--- config.mk ---
export PLATFORM = sky130hd
export DESIGN_NAME = multicycle_control_unit
export DESIGN_NICKNAME = d
export VERILOG_FILES = /design/src/rtl/multicycle_control_unit.sv
export SDC_FILE = /design/constraint.sdc
export NUM_CORES = 1
export LEC_CHECK = 0
export BUFFER_PORTS_ARGS = -buffer_cell sky130_fd_sc_hd__clkbuf_2
export CAP_MARGIN = 40
export CORE_MARGIN = 10
export CORE_UTILIZATION = 49
export CTS_CLUSTER_DIAMETER = 50
export DETAILED_ROUTE_END_ITERATION = 16
export GPL_ROUTABILITY_DRIVEN = 0
export PLACE_DENSITY = 0.79
export SYNTH_ARGS = -nofsm -noshare
export SYNTH_HDL_FRONTEND = slang
export SYNTH_SLANG_ARGS = --single-unit
export TNS_END_PERCENT = 30
--- constraint.sdc ---
create_clock -name clk -period 2.19 [get_ports clk]
set_clock_uncertainty 0.15 [all_clocks]
set_input_delay 0.1095 -clock clk [delete_from_list [all_inputs] [get_ports clk]]
set_output_delay 0.1095 -clock clk [all_outputs]
set_load 0.02 [all_outputs]
--- src/rtl/multicycle_control_unit.sv ---
// Multi-cycle control unit: fetches one instruction word per valid/ready handshake and
// sequences it through FETCH/DECODE/EXEC/MEM_WAIT/WB, driving datapath, memory and PC control.
module multicycle_control_unit #(
    parameter  int OP_W    = 4,
    parameter  int REG_AW  = 3,
    parameter  int PC_W    = 8,
    parameter  int CNT_W   = 16,
    localparam int INSTR_W = OP_W + 2 * REG_AW,
    localparam int MEM_AW  = 2 * REG_AW
) (
    input  logic               clk,
    input  logic               reset_n,
    input  logic [INSTR_W-1:0] instr,
    input  logic               instr_valid,
    output logic               instr_ready,
    input  logic               mem_ready,
    input  logic               zero_flag,
    output logic [REG_AW-1:0]  addr_a,
    output logic [REG_AW-1:0]  addr_b,
    output logic               reg_reset,
    output logic               reg_reset_all,
    output logic               reg_load,
    output logic               mb_select,
    output logic [3:0]         alu_opcode,
    output logic               mem_read,
    output logic               mem_write,
    output logic [MEM_AW-1:0]  mem_addr,
    output logic               mem_select,
    output logic               load_pc,
    output logic               pc_inc,
    output logic [PC_W-1:0]    pc_value,
    output logic               out_valid,
    output logic               halted,
    output logic [CNT_W-1:0]   retired
);

    localparam logic [2:0] S_FETCH    = 3'd0;
    localparam logic [2:0] S_DECODE   = 3'd1;
    localparam logic [2:0] S_EXEC     = 3'd2;
    localparam logic [2:0] S_MEM_WAIT = 3'd3;
    localparam logic [2:0] S_WB       = 3'd4;
    localparam logic [2:0] S_HALT     = 3'd5;

    localparam logic [OP_W-1:0] OP_ADD   = OP_W'(0);
    localparam logic [OP_W-1:0] OP_SUB   = OP_W'(1);
    localparam logic [OP_W-1:0] OP_ADDI  = OP_W'(2);
    localparam logic [OP_W-1:0] OP_SUBI  = OP_W'(3);
    localparam logic [OP_W-1:0] OP_MUL2  = OP_W'(4);
    localparam logic [OP_W-1:0] OP_DIV2  = OP_W'(5);
    localparam logic [OP_W-1:0] OP_CLR   = OP_W'(6);
    localparam logic [OP_W-1:0] OP_RST   = OP_W'(7);
    localparam logic [OP_W-1:0] OP_MOV   = OP_W'(8);
    localparam logic [OP_W-1:0] OP_JMP   = OP_W'(9);
    localparam logic [OP_W-1:0] OP_OUT   = OP_W'(10);
    localparam logic [OP_W-1:0] OP_LOAD  = OP_W'(11);
    localparam logic [OP_W-1:0] OP_STORE = OP_W'(12);
    localparam logic [OP_W-1:0] OP_JZ    = OP_W'(13);
    localparam logic [OP_W-1:0] OP_JNZ   = OP_W'(14);
    localparam logic [OP_W-1:0] OP_HLT   = OP_W'(15);

    logic [2:0]         state;
    logic [2:0]         next_state;
    logic [INSTR_W-1:0] ir;
    logic               zf_q;
    logic               retire;

    logic [OP_W-1:0]   opcode;
    logic [REG_AW-1:0] reg_a_f;
    logic [REG_AW-1:0] reg_b_f;
    logic [MEM_AW-1:0] operand;

    assign opcode  = ir[INSTR_W-1 -: OP_W];
    assign reg_a_f = ir[2*REG_AW-1 -: REG_AW];
    assign reg_b_f = ir[REG_AW-1:0];
    assign operand = ir[MEM_AW-1:0];

    always_comb begin
        next_state = state;
        case (state)
            S_FETCH:    if (instr_valid) next_state = S_DECODE;
            S_DECODE:   next_state = S_EXEC;
            S_EXEC: begin
                if (opcode == OP_LOAD || opcode == OP_STORE) next_state = S_MEM_WAIT;
                else if (opcode == OP_HLT)                    next_state = S_HALT;
                else                                          next_state = S_FETCH;
            end
            S_MEM_WAIT: if (mem_ready) next_state = S_WB;
            S_WB:       next_state = S_FETCH;
            S_HALT:     next_state = S_HALT;
            default:    next_state = S_FETCH;
        endcase
    end

    // NOTE: every output gets a default before the case so no path can infer a latch.
    always_comb begin
        instr_ready   = 1'b0;
        addr_a        = '0;
        addr_b        = '0;
        reg_reset     = 1'b0;
        reg_reset_all = 1'b0;
        reg_load      = 1'b0;
        mb_select     = 1'b0;
        alu_opcode    = 4'b0000;
        mem_read      = 1'b0;
        mem_write     = 1'b0;
        mem_addr      = '0;
        mem_select    = 1'b0;
        load_pc       = 1'b0;
        pc_inc        = 1'b0;
        pc_value      = '0;
        out_valid     = 1'b0;
        halted        = 1'b0;
        case (state)
            S_FETCH:  instr_ready = 1'b1;
            S_DECODE: begin
                addr_a = reg_a_f;
                addr_b = reg_b_f;
            end
            S_EXEC: begin
                addr_a = reg_a_f;
                addr_b = reg_b_f;
                case (opcode)
                    OP_ADD, OP_SUB: begin
                        alu_opcode = (opcode == OP_SUB) ? 4'b0001 : 4'b0000;
                        mb_select  = 1'b1;
                        reg_load   = 1'b1;
                        pc_inc     = 1'b1;
                    end
                    OP_ADDI, OP_SUBI: begin
                        alu_opcode = (opcode == OP_SUBI) ? 4'b0001 : 4'b0000;
                        reg_load   = 1'b1;
                        pc_inc     = 1'b1;
                    end
                    OP_MUL2, OP_DIV2: begin
                        alu_opcode = (opcode == OP_DIV2) ? 4'b0011 : 4'b0010;
                        addr_b     = '0;
                        reg_load   = 1'b1;
                        pc_inc     = 1'b1;
                    end
                    OP_CLR: begin
                        reg_reset = 1'b1;
                        pc_inc    = 1'b1;
                    end
                    OP_RST: begin
                        reg_reset_all = 1'b1;
                        pc_inc        = 1'b1;
                    end
                    OP_MOV: begin
                        alu_opcode = 4'b0100;
                        mb_select  = 1'b1;
                        reg_load   = 1'b1;
                        pc_inc     = 1'b1;
                    end
                    OP_OUT: begin
                        out_valid = 1'b1;
                        pc_inc    = 1'b1;
                    end
                    OP_JMP: begin
                        load_pc  = 1'b1;
                        pc_value = PC_W'(operand);
                    end
                    // Branch condition uses the zero flag captured on entry to EXEC.
                    OP_JZ, OP_JNZ: begin
                        if (zf_q == (opcode == OP_JZ)) begin
                            load_pc  = 1'b1;
                            pc_value = PC_W'(operand);
                        end else begin
                            pc_inc = 1'b1;
                        end
                    end
                    OP_LOAD, OP_STORE: begin
                        addr_a    = '0;
                        mem_addr  = operand;
                        mem_read  = (opcode == OP_LOAD);
                        mem_write = (opcode == OP_STORE);
                    end
                    default: ;
                endcase
            end
            S_MEM_WAIT: begin
                mem_addr  = operand;
                mem_read  = (opcode == OP_LOAD);
                mem_write = (opcode == OP_STORE);
            end
            S_WB: begin
                pc_inc = 1'b1;
                if (opcode == OP_LOAD) begin
                    mem_select = 1'b1;
                    reg_load   = 1'b1;
                end
            end
            S_HALT:  halted = 1'b1;
            default: ;
        endcase
    end

    assign retire = pc_inc | load_pc | (state == S_EXEC && opcode == OP_HLT);

    // NOTE: sequential state uses non-blocking assignments so every register sees pre-edge values.
    always_ff @(posedge clk) begin
        if (!reset_n) begin
            state   <= S_FETCH;
            ir      <= '0;
            zf_q    <= 1'b0;
            retired <= '0;
        end else begin
            state <= next_state;
            if (state == S_FETCH && instr_valid) ir <= instr;
            if (state == S_DECODE) zf_q <= zero_flag;
            if (retire && retired != '1) retired <= retired + CNT_W'(1);
        end
    end

endmodule
==> impl_metrics.json, run 1 <==
{
  "timing.final.crit_share": 0.967,
  "synth_warnings": 0,
  "hp-class": "in2reg",
  "crit_fanout": 13,
  "drv_cap": 0,
  "synth_top_cells_by_count": "38 x nand2_1, 30 x dfxtp_1, 29 x a21oi_1",
  "total_leakage_power_nw": 1.02,
  "die-height_um": 81.1,
  "syn_to_final_growth_pct": 36.2,
  "fin_ws_ns": 0.0724,
  "io_pins": 67,
  "hpwlAfterDp_um": 4010,
  "period_minus_slack_ns": 2.12,
  "final_nets": 341,
  "die-area_mm2": 0.00657,
  "postLayoutCellArea_mm2": 0.00249,
  "std_cell_rows": 22,
  "clock_sinks": 30,
  "n_antenna_cell": 0,
  "worstSetupStartpointType": "flip-flop",
  "instances_no_fill": 374,
  "worstPathRequired_ns": 1.93,
  "synth_edf_count": 0,
  "cp-end-kind": "primary output",
  "cts_buffers": 5,
  "ys_ff_latch": 30,
  "fp.dieW_um": 81.1,
  "slowest_delay_ns": 0.39,
  "vias_per_cell": 5.47,
  "p_total_mw": 1.22,
  "power_density_mw_per_mm2": 489,
  "drc": 0,
  "ys.flop_type": "dfxtp_1",
  "grt_max_degree": 16,
  "post-place-cells": 354,
  "cts.path.max_buffers": 2,
  "antenna_found_initial": 0,
  "status": "finished clean",
  "pre_cts_slack_ns": 0.151,
  "grt_pass1_wl_um": 8740,
  "hold_viol": 0,
  "synthTopCellsByArea": "dfxtp_1 33%, a21oi_1 7.9%, nand2_1 7.8%",
  "synth.cell_area_mm2": 0.00183,
  "initial_core_util": 0.503,
  "drive_above_1_share": 0.310,
  "min-delay-start": "mem_ready",
  "holdPathStages": 3,
  "cts_post_setup_buffers_inserted": 0,
  "cp.depth": 7,
  "crit_buf_inv": 2,
  "rr_worst_depth": 5,
  "final_antenna_net_count": 0,
  "path_cells": "buf_4 > nand4b_1 > nand2b_4 > nor2_1 > nor2_2 > and2_1 > clkbuf_2",
  "peakVddDrop_mv": 0.425,
  "cts_tree": "done",
  "rsz0062_at_grt": "yes",
  "crit_type": "reg2out",
  "timing.rr.end": "retired[8]$_SDFFE_PN0P_",
  "synth_top_area_cell": "dfxtp_1",
  "setup_viol": 0,
  "syn_avg_cell_area_um2": 7.52,
  "path_delay_family": "simple AND/OR/NAND/NOR gates",
  "path_clk_slew_ns": 0.06,
  "synth_top_area_frac": 0.329,
  "root_buffer": "clkbuf_8",
  "grt_overflow": 0,
  "worstSkewPairLatency_ns": 0.28,
  "wl_um": 5430,
  "htreeDepth": 2,
  "whs_endpoint": "state[0]$_SDFFE_PN0P_",
  "slowest_stage": "dfxtp_1",
  "syn_inst": 243,
  "vias": 2044,
  "wire_per_inst_um": 14.5,
  "drt_iter0_drc": 111,
  "grt_pass1_vias": 1803,
  "gr-usage-all-layers": 0.162,
  "rrSetupSlack_ns": 0.16,
  "async_reset_ff_frac": 0,
  "cp.arrival_ns": 1.86,
  "first_pass_iters": 4,
  "synth_cell_type_count": 51,
  "tns_ns": 0,
  "post_dp_cell_area_mm2": 0.00222,
  "synth.most_common_cell": "nand2_1",
  "fmax_mhz": 472,
  "core_region_area_mm2": 0.00363,
  "finalMaxSlewViolations": 0,
  "io_buffer_count": 63,
  "r2r-start": "state[2]$_SDFFE_PN0P_",
  "seq_area_frac_synth": 0.329
}
worst max path at each step:
stage                            start                 endpoint
2_1_floorplan    state[2]$_SDFFE_PN0P_                mb_select
3_3_place_gp   retired[0]$_SDFFE_PN0P_  retired[9]$_SDFFE_PN0P_
3_5_place_dp     state[2]$_SDFFE_PN0P_  retired[9]$_SDFFE_PN0P_
4_1_cts          state[2]$_SDFFE_PN0P_              pc_value[3]
5_1_grt             ir[9]$_SDFFE_PN0P_              mem_addr[0]
6_report            ir[7]$_SDFFE_PN0P_              mem_addr[0]
state kept, by name, indices dropped and copies added, names as in the netlist:
signal   count
retired     16
state        3
zf_q         1
ir          10
timing repair:
item,CTS,global route
hold buffers,12,0
hold endpoints to repair,13,0
gates resized for setup,3,8
endpoints found under the setup margin,12,21
pin swaps,0,2
logic make-up after synthesis:
| group | Yosys count | share of synthesized area |
|---|---|---|
| AND/OR/NAND/NOR | 127 | 0.376 |
| AO/OA/AOI/OAI | 60 | 0.211 |
| flip-flops | 30 | 0.329 |
| buffers and inverters | 20 | 0.0562 |
| XOR/XNOR | 4 | 0.0192 |
| adder cells (fa/ha/maj) | 1 | 0.00685 |
| other | 1 | 0.00205 |
cell type report:
class	count	area (um2)
clock buffer	7	86.3
clock inverter	1	5.00
fill	303	1150
inverter	5	18.8
multi-input combinational	195	1180
sequential	30	602
tap	48	60.1
timing repair buffer	88	537
metal layers:
layer	wire length (um)	vias up	global-route usage
met4	48	0	0.0381
met5	0	-	0
met3	391	5	0.0530
met2	2740	59	0.271
met1	2250	966	0.196
li1	-	1014	-
report_power, final:
part	internal [mW]	switching (mW)	leakage [nW]
Sequential	0.562	0.0182	0.244
Combinational	0.0757	0.104	0.727
Clock	0.253	0.201	0.0482
through the flow:
step | hold WS, ns | utilization
6_report | 0.0290 | 0.685
5_1_grt | 0.0558 | 0.685
4_1_cts | 0.0306 | 0.674
3_5_place_dp | 0.187 | 0.612
3_3_place_gp | 0.183 | 0.612
2_1_floorplan | 0.0770 | -
layout by cell type (no fill, tap or decap), types with 2 or more instances in the layout:
cell type / Yosys / final
nand4_1: 7 / 7
nor3_1: 6 / 6
nand2b_1: 5 / 4
or4b_1: 2 / 2
nor2_1: 20 / 17
a21oi_1: 29 / 27
o21ai_0: 13 / 13
or3_1: 7 / 7
or2_2: 2 / 2
xor2_1: 3 / 3
nor2_2: 0 / 2
dfxtp_1: 30 / 29
and2_1: 20 / 20
inv_1: 4 / 4
a21oi_2: 0 / 2
conb_1: 1 / 3
dlygate4sd3_1: 0 / 12
buf_4: 3 / 12
clkbuf_2: 0 / 63
and4_1: 2 / 2
nand3_1: 4 / 4
nor2b_1: 3 / 3
clkbuf_8: 0 / 6
nand2_1: 38 / 38
o21a_1: 4 / 4
tightest hold or removal path: stages:
cell and delay [ns]:
clkbuf_2 0.10, nor2_1 0.10, o31a_1 0.11
Note: power is estimated with default switching activity, not from simulation.
==> inputs of run 2 (changes only) <==
Settings changed: SETUP_SLACK_MARGIN from default to 0.3.
==> run 2 against run 1 <==
Wire length grew 39%. Fmax grew 1.1%. Critical path depth shrank 1.
==> impl_metrics.json, run 2 (same netlist as run 1, synthesis figures left out) <==
{
  "pwr-share-comb": 0.180,
  "cts_buffers": 5,
  "status": "finished clean",
  "grt_pass1_wl_um": 9690,
  "std_cell_rows": 22,
  "core_region_area_mm2": 0.00363,
  "period_minus_slack_ns": 2.09,
  "io_buffer_count": 63,
  "fmax_mhz": 477,
  "largest_register_ff_count": 16,
  "holdWs_ns": 0.0686,
  "cp_common_cell": "nor2_4",
  "total_leakage_power_nw": 1.18,
  "cts.path.max_buffers": 2,
  "worstPathRequired_ns": 1.93,
  "tns_ns": 0,
  "swShare": 0.298,
  "initial_core_util": 0.503,
  "clock_sinks": 30,
  "vias_per_cell": 6.12,
  "slowest_delay_ns": 0.42,
  "grt_pass1_vias": 1927,
  "syn_to_final_growth_pct": 60.6,
  "drt_iter0_drc": 334,
  "cp-end-kind": "primary output",
  "timing.rr.end": "retired[4]$_SDFFE_PN0P_",
  "grt_overflow": 0,
  "r2r-start": "ir[9]$_SDFFE_PN0P_",
  "final_antenna_net_count": 0,
  "holdPathStages": 3,
  "die-area_mm2": 0.00657,
  "io_pins": 67,
  "path_cells": "nor4bb_4 > nand2b_4 > nor2_4 > nor2_4 > and2_1 > clkbuf_8",
  "cp.arrival_ns": 1.84,
  "worstSkewPairLatency_ns": 0.29,
  "peakVddDrop_mv": 0.409,
  "crit_fanout": 6,
  "critPathLaunch": "ir[8]$_SDFFE_PN0P_",
  "final_nets": 356,
  "rsz0062_at_grt": "yes",
  "p_seq_frac": 0.446,
  "cp.depth": 6,
  "first_pass_iters": 5,
  "hp-class": "in2reg",
  "hpwlAfterDp_um": 3970,
  "final_cell_mix": "45 x clkbuf_2, 38 x nand2_1, 26 x buf_4",
  "crit_end": "mem_addr[4]",
  "timing.final.crit_share": 0.956,
  "path_clk_slew_ns": 0.07,
  "wire_per_inst_um": 19.5,
  "hold_viol": 0,
  "clkPwrFrac": 0.374,
  "rrSetupSlack_ns": 0.16,
  "slowest_stage": "nor4bb_4",
  "gr-usage-all-layers": 0.184,
  "grt_max_degree": 16,
  "cts_tree": "done",
  "mostFrequentLayoutCell": "clkbuf_2",
  "path_delay_family": "simple AND/OR/NAND/NOR gates",
  "nFillCells": 227,
  "power_density_mw_per_mm2": 444,
  "crit_buf_inv": 1,
  "rr_worst_depth": 7,
  "drc": 0,
  "wl_um": 7570,
  "setup_viol": 0,
  "top_regs": "retired: 16 flops, ir: 10 flops, state: 3 flops",
  "die-height_um": 81.1,
  "antenna_found_initial": 0,
  "drive_above_1_share": 0.469,
  "root_buffer": "clkbuf_8",
  "internal_power_uw": 914,
  "worstSetupStartpointType": "flip-flop",
  "fp.dieW_um": 81.1,
  "p_switching_uw": 387,
  "n_antenna_cell": 0,
  "drv_cap": 0,
  "crit_type": "reg2out",
  "vias": 2380,
  "htreeDepth": 2,
  "top_register": "retired",
  "finalMaxSlewViolations": 0
}
[run 2: stage by stage]
stage	area, um2	total power [mW]	cells	setup WS, ns	util
CTS	2640	1.25	376	0.180	0.727
finish	2930	1.30	389	0.0953	0.808
global placement	2210	0.742	352	0.181	0.609
global route	2930	1.34	389	0.0218	0.808
floorplan	1840	0.695	245	0.298	-
detailed placement	2210	0.745	352	0.177	0.609
[run 2: timing repair]
action	in CTS	in global routing
setup endpoints to repair	35	44
gates cloned	0	1
hold buffers	12	0
setup buffers	4	12
resized for setup	40	77
pin swaps	8	19
hold endpoints to repair	15	0
[run 2: how the worst min path moves through the flow]
| stage | startpoint | slack (ns) | endpoint |
|---|---|---|---|
| after floorplan | reset_n | 0.08 | state[2]$_SDFFE_PN0P_ |
| after global placement | instr[4] | 0.18 | ir[4]$_SDFFE_PN0P_ |
| after detailed placement | instr[6] | 0.19 | ir[6]$_SDFFE_PN0P_ |
| after CTS | mem_ready | 0.02 | state[0]$_SDFFE_PN0P_ |
| after global routing | mem_ready | 0.09 | state[0]$_SDFFE_PN0P_ |
| final | mem_ready | 0.07 | state[0]$_SDFFE_PN0P_ |
[run 2: area by class of cell]
cell class	count	area [um2]	share of cell area
clock buffer	6	82.6	0.0281
multi-input combinational	195	1330	0.453
sequential	30	638	0.217
inverter	5	18.8	0.00640
tap	48	60.1	0.0205
timing repair buffer	103	792	0.270
clock inverter	2	12.5	0.00426
[run 2: power groups by stage]
stage / clock [mW] / sequential, mW / combinational, mW
floorplan: 0 / 0.587 / 0.108
global placement: 0 / 0.591 / 0.151
detailed placement: 0 / 0.591 / 0.153
finish: 0.486 / 0.581 / 0.234
global route: 0.511 / 0.583 / 0.250
CTS: 0.483 / 0.581 / 0.187
[run 2: metal layers]
metal  global-route usage  wire length, um
met1                0.227             2830
met2                0.303             3790
met3               0.0563              731
met4               0.0554              214
met5                    0                0
[run 2: worst register-to-register path: cells and delay by family, from the launching register on]
family | cells | cell delay, ns
flip-flops | 1 | 0.37
AO/OA/AOI/OAI | 3 | 0.58
AND/OR/NAND/NOR | 2 | 0.54
buffers and inverters | 2 | 0.32
